===== config.mk =====
export PLATFORM = sky130hd
export DESIGN_NAME = rf_wr_arbiter
export DESIGN_NICKNAME = d
export VERILOG_FILES = /design/src/rtl/rf_wr_arbiter.sv
export SDC_FILE = /design/constraint.sdc
export NUM_CORES = 1
export LEC_CHECK = 0
export ABC_CLOCK_PERIOD_IN_PS = 4100
export CAP_MARGIN = 20
export CORE_UTILIZATION = 45
export DETAILED_ROUTE_END_ITERATION = 8
export DONT_BUFFER_PORTS = 1
export GPL_ROUTABILITY_DRIVEN = 1
export SLEW_MARGIN = 20
export SYNTH_ARGS = -nofsm -noshare
export SYNTH_HDL_FRONTEND = slang
export SYNTH_SLANG_ARGS = --single-unit

===== constraint.sdc =====
create_clock -name clk -period 4.1 [get_ports clk]
set_input_delay 0.82 -clock clk [delete_from_list [all_inputs] [get_ports clk]]
set_output_delay 0.82 -clock clk [all_outputs]
set_load 0.01 [all_outputs]

===== src/rtl/rf_wr_arbiter.sv =====
// rf_wr_arbiter: shares the single register-file write port between the
// in-order writeback path and an out-of-order long-latency result source.
// Long-latency results are buffered in a small FIFO; writeback has fixed
// priority, with a starvation counter that forces the FIFO head out after
// STARVE_MAX consecutive writeback wins. A flush drains the FIFO, issuing
// one scoreboard clear-dirty per dropped entry.
//
// Handshake: a long-latency result transfers in any cycle where
// ll_valid & ll_ready are both high at the rising clock edge. ll_ready does
// not depend on ll_valid. The producer keeps ll_valid and its payload
// stable until the transfer. On the writeback side, wb_gnt=0 while
// wb_wr_en=1 means the write did not happen and must be presented again.
module rf_wr_arbiter #(
   parameter int TAG_WIDTH  = 4,
   parameter int FIFO_DEPTH = 2,
   parameter int STARVE_MAX = 4
) (
   input  logic                 clk,
   input  logic                 reset_n,
   input  logic                 wb_wr_en,
   input  logic [TAG_WIDTH-1:0] wb_wr_tag,
   input  logic [4:0]           wb_wr_addr,
   input  logic [31:0]          wb_wr_data,
   output logic                 wb_gnt,
   input  logic                 ll_valid,
   output logic                 ll_ready,
   input  logic [TAG_WIDTH-1:0] ll_tag,
   input  logic [4:0]           ll_addr,
   input  logic [31:0]          ll_data,
   input  logic                 flush_ll,
   output logic                 rf_wr_en,
   output logic [TAG_WIDTH-1:0] rf_wr_tag,
   output logic [4:0]           rf_wr_addr,
   output logic [31:0]          rf_wr_data,
   output logic                 ll_clr_dirty_en,
   output logic [4:0]           ll_clr_dirty_addr,
   output logic                 draining
);

   localparam int PW = $clog2(FIFO_DEPTH);
   localparam int CW = $clog2(STARVE_MAX + 1);
   localparam logic [PW:0]   DEPTH_L  = (PW+1)'(FIFO_DEPTH);
   localparam logic [PW:0]   ONE_L    = (PW+1)'(1);
   localparam logic [CW-1:0] STARVE_L = CW'(STARVE_MAX);

   typedef enum logic {
      RUN   = 1'b0,
      DRAIN = 1'b1
   } state_t;

   state_t state, state_nxt;

   // FIFO storage and pointers (extra MSB distinguishes full from empty)
   logic [TAG_WIDTH-1:0] fifo_tag  [FIFO_DEPTH];
   logic [4:0]           fifo_addr [FIFO_DEPTH];
   logic [31:0]          fifo_data [FIFO_DEPTH];
   logic [PW:0]          wr_ptr, rd_ptr, count;
   logic                 empty, full;
   logic                 push, pop, bypass, accept;
   logic [CW-1:0]        cnt, cnt_nxt;

   logic [TAG_WIDTH-1:0] head_tag;
   logic [4:0]           head_addr;
   logic [31:0]          head_data;

   assign count     = wr_ptr - rd_ptr;
   assign empty     = (count == '0);
   assign full      = (count == DEPTH_L);
   assign head_tag  = fifo_tag[rd_ptr[PW-1:0]];
   assign head_addr = fifo_addr[rd_ptr[PW-1:0]];
   assign head_data = fifo_data[rd_ptr[PW-1:0]];

   // ll_ready uses pre-pop occupancy, so a full FIFO refuses even when popping
   assign ll_ready = (state == RUN) & ~full & ~flush_ll;
   assign accept   = ll_valid & ll_ready;
   assign draining = (state == DRAIN);

   // Next state, write-port selection, FIFO push/pop and starvation count
   always_comb begin
      state_nxt         = state;
      cnt_nxt           = cnt;
      pop               = 1'b0;
      bypass            = 1'b0;
      wb_gnt            = 1'b1;
      rf_wr_en          = 1'b0;
      rf_wr_tag         = '0;
      rf_wr_addr        = '0;
      rf_wr_data        = '0;
      ll_clr_dirty_en   = 1'b0;
      ll_clr_dirty_addr = '0;
      case (state)
         RUN: begin
            if (flush_ll && !empty) begin
               // Flush takes over the buffered results; none are written
               state_nxt = DRAIN;
               cnt_nxt   = '0;
               if (wb_wr_en) begin
                  rf_wr_en   = 1'b1;
                  rf_wr_tag  = wb_wr_tag;
                  rf_wr_addr = wb_wr_addr;
                  rf_wr_data = wb_wr_data;
               end
            end else if (!empty && cnt == STARVE_L) begin
               // Starvation guard: the FIFO head wins over writeback
               rf_wr_en   = 1'b1;
               rf_wr_tag  = head_tag;
               rf_wr_addr = head_addr;
               rf_wr_data = head_data;
               pop        = 1'b1;
               wb_gnt     = ~wb_wr_en;
               cnt_nxt    = '0;
            end else if (wb_wr_en) begin
               rf_wr_en   = 1'b1;
               rf_wr_tag  = wb_wr_tag;
               rf_wr_addr = wb_wr_addr;
               rf_wr_data = wb_wr_data;
               if (!empty && cnt != STARVE_L) cnt_nxt = cnt + 1'b1;
            end else if (!empty) begin
               rf_wr_en   = 1'b1;
               rf_wr_tag  = head_tag;
               rf_wr_addr = head_addr;
               rf_wr_data = head_data;
               pop        = 1'b1;
               cnt_nxt    = '0;
            end else if (accept) begin
               // Zero-latency bypass when nothing is buffered and port is free
               rf_wr_en   = 1'b1;
               rf_wr_tag  = ll_tag;
               rf_wr_addr = ll_addr;
               rf_wr_data = ll_data;
               bypass     = 1'b1;
            end
         end
         DRAIN: begin
            ll_clr_dirty_en   = 1'b1;
            ll_clr_dirty_addr = head_addr;
            pop               = 1'b1;
            cnt_nxt           = '0;
            if (count == ONE_L) state_nxt = RUN;
            if (wb_wr_en) begin
               rf_wr_en   = 1'b1;
               rf_wr_tag  = wb_wr_tag;
               rf_wr_addr = wb_wr_addr;
               rf_wr_data = wb_wr_data;
            end
         end
         default: state_nxt = RUN;
      endcase
   end

   assign push = accept & ~bypass;

   // State, pointer and starvation-counter registers
   always_ff @(posedge clk or negedge reset_n) begin
      if (!reset_n) begin
         state  <= RUN;
         wr_ptr <= '0;
         rd_ptr <= '0;
         cnt    <= '0;
      end else begin
         state <= state_nxt;
         cnt   <= cnt_nxt;
         if (push) wr_ptr <= wr_ptr + 1'b1;
         if (pop)  rd_ptr <= rd_ptr + 1'b1;
      end
   end

   // FIFO payload storage; contents are don't-care until written
   always_ff @(posedge clk) begin
      if (push) begin
         fifo_tag[wr_ptr[PW-1:0]]  <= ll_tag;
         fifo_addr[wr_ptr[PW-1:0]] <= ll_addr;
         fifo_data[wr_ptr[PW-1:0]] <= ll_data;
      end
   end

endmodule


==> qor_table.md, run 1 <==
| Parameter | Value |
|---|---|
| Result of the run | finished clean |
| GRT Residual Overflow | 0 |
| Total nets after synthesis | 457 |
| Worst endpoint data arrival time | 2.81 ns |
| Area added between synthesis and finish | 7.38% |
| Drt first-iter violations | 182 |
| Fill cell count | 916 |
| Final setup viols | 0 |
| Path class of the lowest-slack min-delay path | in2async |
| Flop2flop setup slack | 1.44 ns |
| Pin count of the biggest net entering global routing | 48 |
| Pre-CTS setup slack | 0.839 ns |
| Remaining DRCs | 0 |
| Diode count | 0 |
| Count of different cell masters after synthesis | 47 |
| Beginning of the critical path | wr_ptr[0] |
| Vias in the first global route | 2870 |
| Synthesis Warnings | 0 |
| Reg2reg start | wr_ptr[0] |
| Share of async-settable or async-resettable flops after synthesis | 8.89% |
| Number of detailed-routing iterations run before antenna repair | 4 |
| Average routed wire per standard cell | 20.9 um |
| Vertical extent of the die | 103 um |
| CTS Sinks | 90 |
| Final HPWL DP | 6970 um |
| Number of buffers on the longest clock path | 2 |
| Primary FF master, synth | edfxtp_1 |
| Slew Limit Headroom | 36.1% |
| Worst setup EP type | output port |
| Clock Pin Slew Worst Setup and Hold Paths | 0.08 ns |
| Clock tree from TritonCTS | yes |
| Sum of negative setup slack | 0 ns |
| Most used standard cell by instance count after synthesis | edfxtp_1 |
| Busiest metal layer after global routing | met2 |
| Effective utilization at floorplan | 46.8% |
| Fraction of post-synthesis cell area in the top cell type by area | 53.6% |
| Actual transition at the worst max-transition pin | 0.956 ns |
| GR met3 Demand/Resource | 7.12% |
| Final period utilization | 88.5% |
| Number of enable flip-flop cells after synthesis | 82 |
| Clock H-tree levels | 3 |
| Synth Area per Inst | 12.5 sq um |
| Critical setup path kind | reg2out |
| Number of flip-flops and latches in the synthesized netlist | 90 |
| Vias after detailed routing | 3035 |
| Leading cell types by count after synthesis | edfxtp_1, nand2_1, mux2_2 |
| Number of buffers created by CTS | 9 |
| Max-slew violation total from the final report | 0 |
| Global Route met2 Usage | 32.2% |
| Gates resized, CTS repair | 0 |
| Placer Congestion | 0.827 |
| Overall track demand over capacity in global routing | 19.8% |
| Area occupied by multi-input gates | 1780 sq um |
| I/O Buffers | 0 |
| Max Fanout on Critical Path | 34 |
| Placeable Area | 9820 sq um |
| Layout Skew | 0.00543 ns |
| Final Routed Wirelength | 10400 um |
| Synthesized instance count | 367 |
| Site Rows | 36 |
| Total power divided by cell area | 626 nW/um^2 |
| Crit Reg-Reg Endpoint | fifo_data[1][5] |
| Worst reg-to-reg path cell count | 5 |
| Count of endpoints failing hold in the final timing report | 0 |
| Post-layout instance count excluding filler cells | 498 |
| Max Cap Viol | 0 |
| Data required time at the worst endpoint | 3.28 ns |
| Critical path startpoint category | flop |
| Portion of the post-synthesis area used by sequential elements | 58.0% |
| Count of placed standard cells including taps | 482 |
| Cts hold-fix bufs | 0 |
| Horizontal extent of the die | 103 um |
| Antenna violations before repair | 0 |
| Remaining antenna violation count after routing | 0 |
| Worst setup slack after layout | 0.471 ns |
| Final worst path period need | 3.63 ns |
| Post-CTS Setup Repair Bufs | 0 |
| Highest attainable clock frequency | 276 MHz |
| Clock latency on the worst-skew pair | 0.35 ns |
| Final-stage net count | 450 |
| Per-cell via count in the routed design | 6.09 |
| Top cell type by total area after synthesis | edfxtp_1 |
| Num ports | 138 |
| Global-route wire length before repair | 15200 um |
| Global-route track usage on met1 | 24.8% |
| Biggest area contributors in the synthesized netlist | edfxtp_1, mux2_2, dfrtp_1 |
| Total Die Area | 10600 sq um |
| Leakage dissipation | 1.70 nW |
| Sequential cell area | 2660 sq um |
| Overall Power | 3.09 mW |
| Cell Area, Synth | 4590 sq um |
| Share of layout cells above drive strength 1 | 20.5% |
| Unrepaired setup endpoints after global routing | false |
| Maximum vdd ir drop | 245 uV |
| Root buffer cell | clkbuf_8 |
| Termination of the worst setup path | rf_wr_tag[3] |
## sequential cells by signal, summed over array words and instances (netlist names)
name       count
wr_ptr         2
rd_ptr         2
fifo_tag       8
fifo_addr     10
cnt            3
draining       1
fifo_data     64
## worst min path at each step
stage	from	endpoint	slack, ns
2_1_floorplan	wr_ptr[0]	wr_ptr[0]	0.49
3_3_place_gp	reset_n	wr_ptr[0]	0.52
3_5_place_dp	reset_n	rd_ptr[0]	0.52
4_1_cts	reset_n	draining	0.13
5_1_grt	reset_n	cnt[1]	0.12
6_report	reset_n	draining	0.15
## kinds of logic after synthesis
family | synth area share, %
compound gates | 16.0
xor+xnor | 1.50
fa+ha+maj | 0.818
buf+inv | 3.49
flops | 58.0
mux | 10.4
simple gates | 9.81
## per-layer routing
layer | part of all wire [%] | up-vias | wire (um)
met1 | 41 | 1507 | 4290
met2 | 49 | 111 | 5080
met5 | 0 | - | 0
li1 | - | 1409 | -
met3 | 9.0 | 8 | 941
met4 | 1.1 | 0 | 111
## stage by stage
step	hold slack, ns	instance area [sq um]	utilization (%)
floorplan	0.488	4590	-
global placement	0.518	4710	48.0
detailed placement	0.525	4710	48.0
CTS	0.132	4930	50.2
global route	0.121	4930	50.2
finish	0.154	4930	50.2
## critical path: stages (launching register included)
cell	delay [ns]
dfrtp_1	0.44
inv_1	0.07
ha_1	0.56
buf_4	0.31
a211o_4	0.50
and3_1	0.25
a221o_1	0.32
## cells in the final DEF (no fill, tap or decap), types with 4 or more instances in the layout
cell	instances
a21oi_1	22
a221o_1	19
a22oi_1	17
and3_1	16
buf_4	10
clkbuf_8	10
dfrtp_1	7
edfxtp_1	82
inv_1	5
mux2_2	37
mux2i_1	6
nand2_1	45
nand4_1	4
nor2_1	10
o21ai_0	6
o31ai_1	17
xnor2_1	5
## area by class of cell
cell class	count	area share (%)
tap	133	3.37
clock inverter	5	1.57
clock buffer	11	2.87
multi-input combinational	243	36.2
sequential	90	54.0
inverter	6	0.457
timing repair buffer	10	1.52
## power breakdown
| part | switching [mW] | internal, mW |
|---|---|---|
| combinational | 0.812 | 0.450 |
| sequential | 0.0548 | 1.11 |
| clock | 0.302 | 0.358 |
| total | 1.17 | 1.92 |
(Power assumes the default switching activity.)
==> inputs of run 2 (changes only) <==
CORE_MARGIN = 2   (was not set)
CTS_CLUSTER_SIZE = 10   (was not set)
==> run 2 against run 1 <==
Effect of this change:
- register-to-register slack improved by 0.18 ns
- worst setup slack improved by 0.24 ns
- highest routed layer unchanged
- final area fell by 0.81%
- die area rose by 3.9%
- largest cell class unchanged
- sequential share of layout area rose by 0.44 points
- total power fell by 3.7%
==> qor_table.md, run 2 (synthesized netlist as in run 1, its figures left out) <==
| Parameter | Value | Delta |
|---|---|---|
| Final worst path period need | 3.39 ns | was 3.63 ns |
| Count of placed standard cells including taps | 483 | was 482 |
| Number of buffers created by CTS | 9 | unchanged |
| Global Route met2 Usage | 33.0% | was 32.2% |
| Diode count | 0 | unchanged |
| Clock Pin Slew Worst Setup and Hold Paths | 0.09 ns | was 0.08 ns |
| Fraction of the core area covered by cells at the end of the flow | 49.8% | was 50.2% |
| Max reg flops | 64 | unchanged |
| Max Fanout on Critical Path | 18 | was 34 |
| Result of the run | finished clean | unchanged |
| Data required time at the worst endpoint | 3.28 ns | about the same |
| Actual transition at the worst max-transition pin | 0.962 ns | was 0.956 ns |
| Worst setup EP type | output port | unchanged |
| Global-route track usage on met1 | 25.2% | was 24.8% |
| Final Routed Wirelength | 10700 um | was 10400 um |
| Site Rows | 36 | unchanged |
| Vertical extent of the die | 105 um | was 103 um |
| Placeable Area | 9820 sq um | unchanged |
| GRT Residual Overflow | 0 | unchanged |
| Post-CTS Setup Repair Bufs | 0 | unchanged |
| Switching share of power | 40.1% | was 37.8% |
| Max Cap Viol | 0 | unchanged |
| Global-route wire length before repair | 16700 um | was 15200 um |
| Total Die Area | 11000 sq um | was 10600 sq um |
| Effective utilization at floorplan | 46.8% | unchanged |
| GR met3 Demand/Resource | 5.05% | was 7.12% |
| Maximum vdd ir drop | 326 uV | was 245 uV |
| Area added between synthesis and finish | 6.51% | was 7.38% |
| Num ports | 138 | unchanged |
| Leading cell type in the layout, fill and taps excluded | edfxtp_1 | unchanged |
| Placed instance area | 4720 sq um | was 4710 sq um |
| Clock tree from TritonCTS | yes | unchanged |
| Total power divided by cell area | 608 nW/um^2 | was 626 nW/um^2 |
| Proportion of power drawn by flip-flops and latches | 39.3% | was 37.7% |
| Worst reg-to-reg path cell count | 5 | unchanged |
| Final period utilization | 82.6% | was 88.5% |
| Vias in the first global route | 3101 | was 2870 |
| Switch Pwr | 1.19 mW | was 1.17 mW |
| Remaining DRCs | 0 | unchanged |
| I/O Buffers | 0 | unchanged |
| Final setup viols | 0 | unchanged |
| Highest attainable clock frequency | 295 MHz | was 276 MHz |
| Final worst hold slack | 0.146 ns | was 0.154 ns |
| Overall Power | 2.97 mW | was 3.09 mW |
| Overall track demand over capacity in global routing | 19.7% | was 19.8% |
| Clock latency on the worst-skew pair | 0.35 ns | about the same |
| Cts hold-fix bufs | 0 | unchanged |
| Count of endpoints failing hold in the final timing report | 0 | unchanged |
| Top library cells by usage in the layout, fill and taps aside | edfxtp_1, nand2_1, mux2_2 | unchanged |
| Post-layout instance count excluding filler cells | 499 | was 498 |
| Number of buffers on the longest clock path | 2 | unchanged |
| Slew Limit Headroom | 35.8% | was 36.1% |
| Crit Reg-Reg Endpoint | fifo_data[1][25] | was fifo_data[1][5] |
| Vias after detailed routing | 3072 | was 3035 |
| Busiest metal layer after global routing | met2 | unchanged |
| Fill cell count | 938 | was 916 |
| Remaining antenna violation count after routing | 0 | unchanged |
| Final non-filler cell area | 4890 sq um | was 4930 sq um |
| Number of detailed-routing iterations run before antenna repair | 4 | unchanged |
| Average routed wire per standard cell | 21.4 um | was 20.9 um |
| Layout Skew | 0.00831 ns | was 0.00543 ns |
| Critical setup path kind | reg2out | unchanged |
| Root buffer cell | clkbuf_8 | unchanged |
| Placer Congestion | 0.819 | was 0.827 |
| Pre-CTS setup slack | 0.772 ns | was 0.839 ns |
| Horizontal extent of the die | 105 um | was 103 um |
| Gates resized, CTS repair | 0 | unchanged |
| Reg2reg start | wr_ptr[1] | was wr_ptr[0] |
| Worst endpoint data arrival time | 2.57 ns | was 2.81 ns |
| Unrepaired setup endpoints after global routing | false | unchanged |
| Antenna violations before repair | 0 | unchanged |
| Sum of negative setup slack | 0 ns | unchanged |
| Leakage dissipation | 1.67 nW | was 1.70 nW |
| CTS Sinks | 90 | unchanged |
| Flop2flop setup slack | 1.62 ns | was 1.44 ns |
| Share of layout cells above drive strength 1 | 20.8% | was 20.5% |
| Final HPWL DP | 6940 um | was 6970 um |
| Part of the power in the clock network | 18.0% | was 21.4% |
| Drt first-iter violations | 184 | was 182 |
| Worst setup slack after layout | 0.714 ns | was 0.471 ns |
| Max-slew violation total from the final report | 0 | unchanged |
| Per-cell via count in the routed design | 6.16 | was 6.09 |
| Internal power component | 1.78 mW | was 1.92 mW |
| Pin count of the biggest net entering global routing | 48 | unchanged |
| Path class of the lowest-slack min-delay path | in2async | unchanged |
| Gate power share | 42.7% | was 40.9% |
| Clock H-tree levels | 3 | unchanged |
| Critical path startpoint category | flop | unchanged |
| Final-stage net count | 451 | was 450 |
## run 2: worst max-delay path, stage by stage (launching register included)
cell and delay [ns]:
dfrtp_1 0.51, or4b_1 0.91, o31ai_1 0.41, a22oi_1 0.12
a21oi_1 0.25
## run 2: layout make-up
| cell class | count | area, sq um | share of cell area [%] |
|---|---|---|---|
| clock inverters | 6 | 43.8 | 0.895 |
| clock buffers | 10 | 128 | 2.61 |
| inverters | 6 | 22.5 | 0.460 |
| flip-flops and latches | 90 | 2660 | 54.5 |
| well taps | 133 | 166 | 3.40 |
| repair buffers | 11 | 82.6 | 1.69 |
| multi-input cells | 243 | 1780 | 36.5 |
## run 2: worst max path at each step
stage / startpoint / endpoint / slack [ns]
finish: draining / rf_wr_tag[0] / 0.71
global placement: wb_wr_en / rf_wr_data[6] / 0.87
detailed placement: wb_wr_en / rf_wr_tag[0] / 0.77
floorplan: wb_wr_en / fifo_addr[0][0] / 0.45
global route: draining / rf_wr_data[19] / 0.56
CTS: draining / rf_wr_tag[0] / 0.67
## run 2: power by group through the flow
| stage | Combinational (mW) | Sequential [mW] | Clock [mW] |
|---|---|---|---|
| final | 1.27 | 1.17 | 0.536 |
| after detailed placement | 1.27 | 1.19 | 0 |
| after floorplan | 0.988 | 1.17 | 0 |
| after global placement | 1.25 | 1.19 | 0 |
| after global routing | 1.38 | 1.18 | 0.591 |
| after CTS | 1.27 | 1.17 | 0.554 |
## run 2: per-layer routing
metal	wire, um	share of wire [%]
met1	4550	43
met5	0	0
met2	5290	49
met3	694	6.5
met4	162	1.5
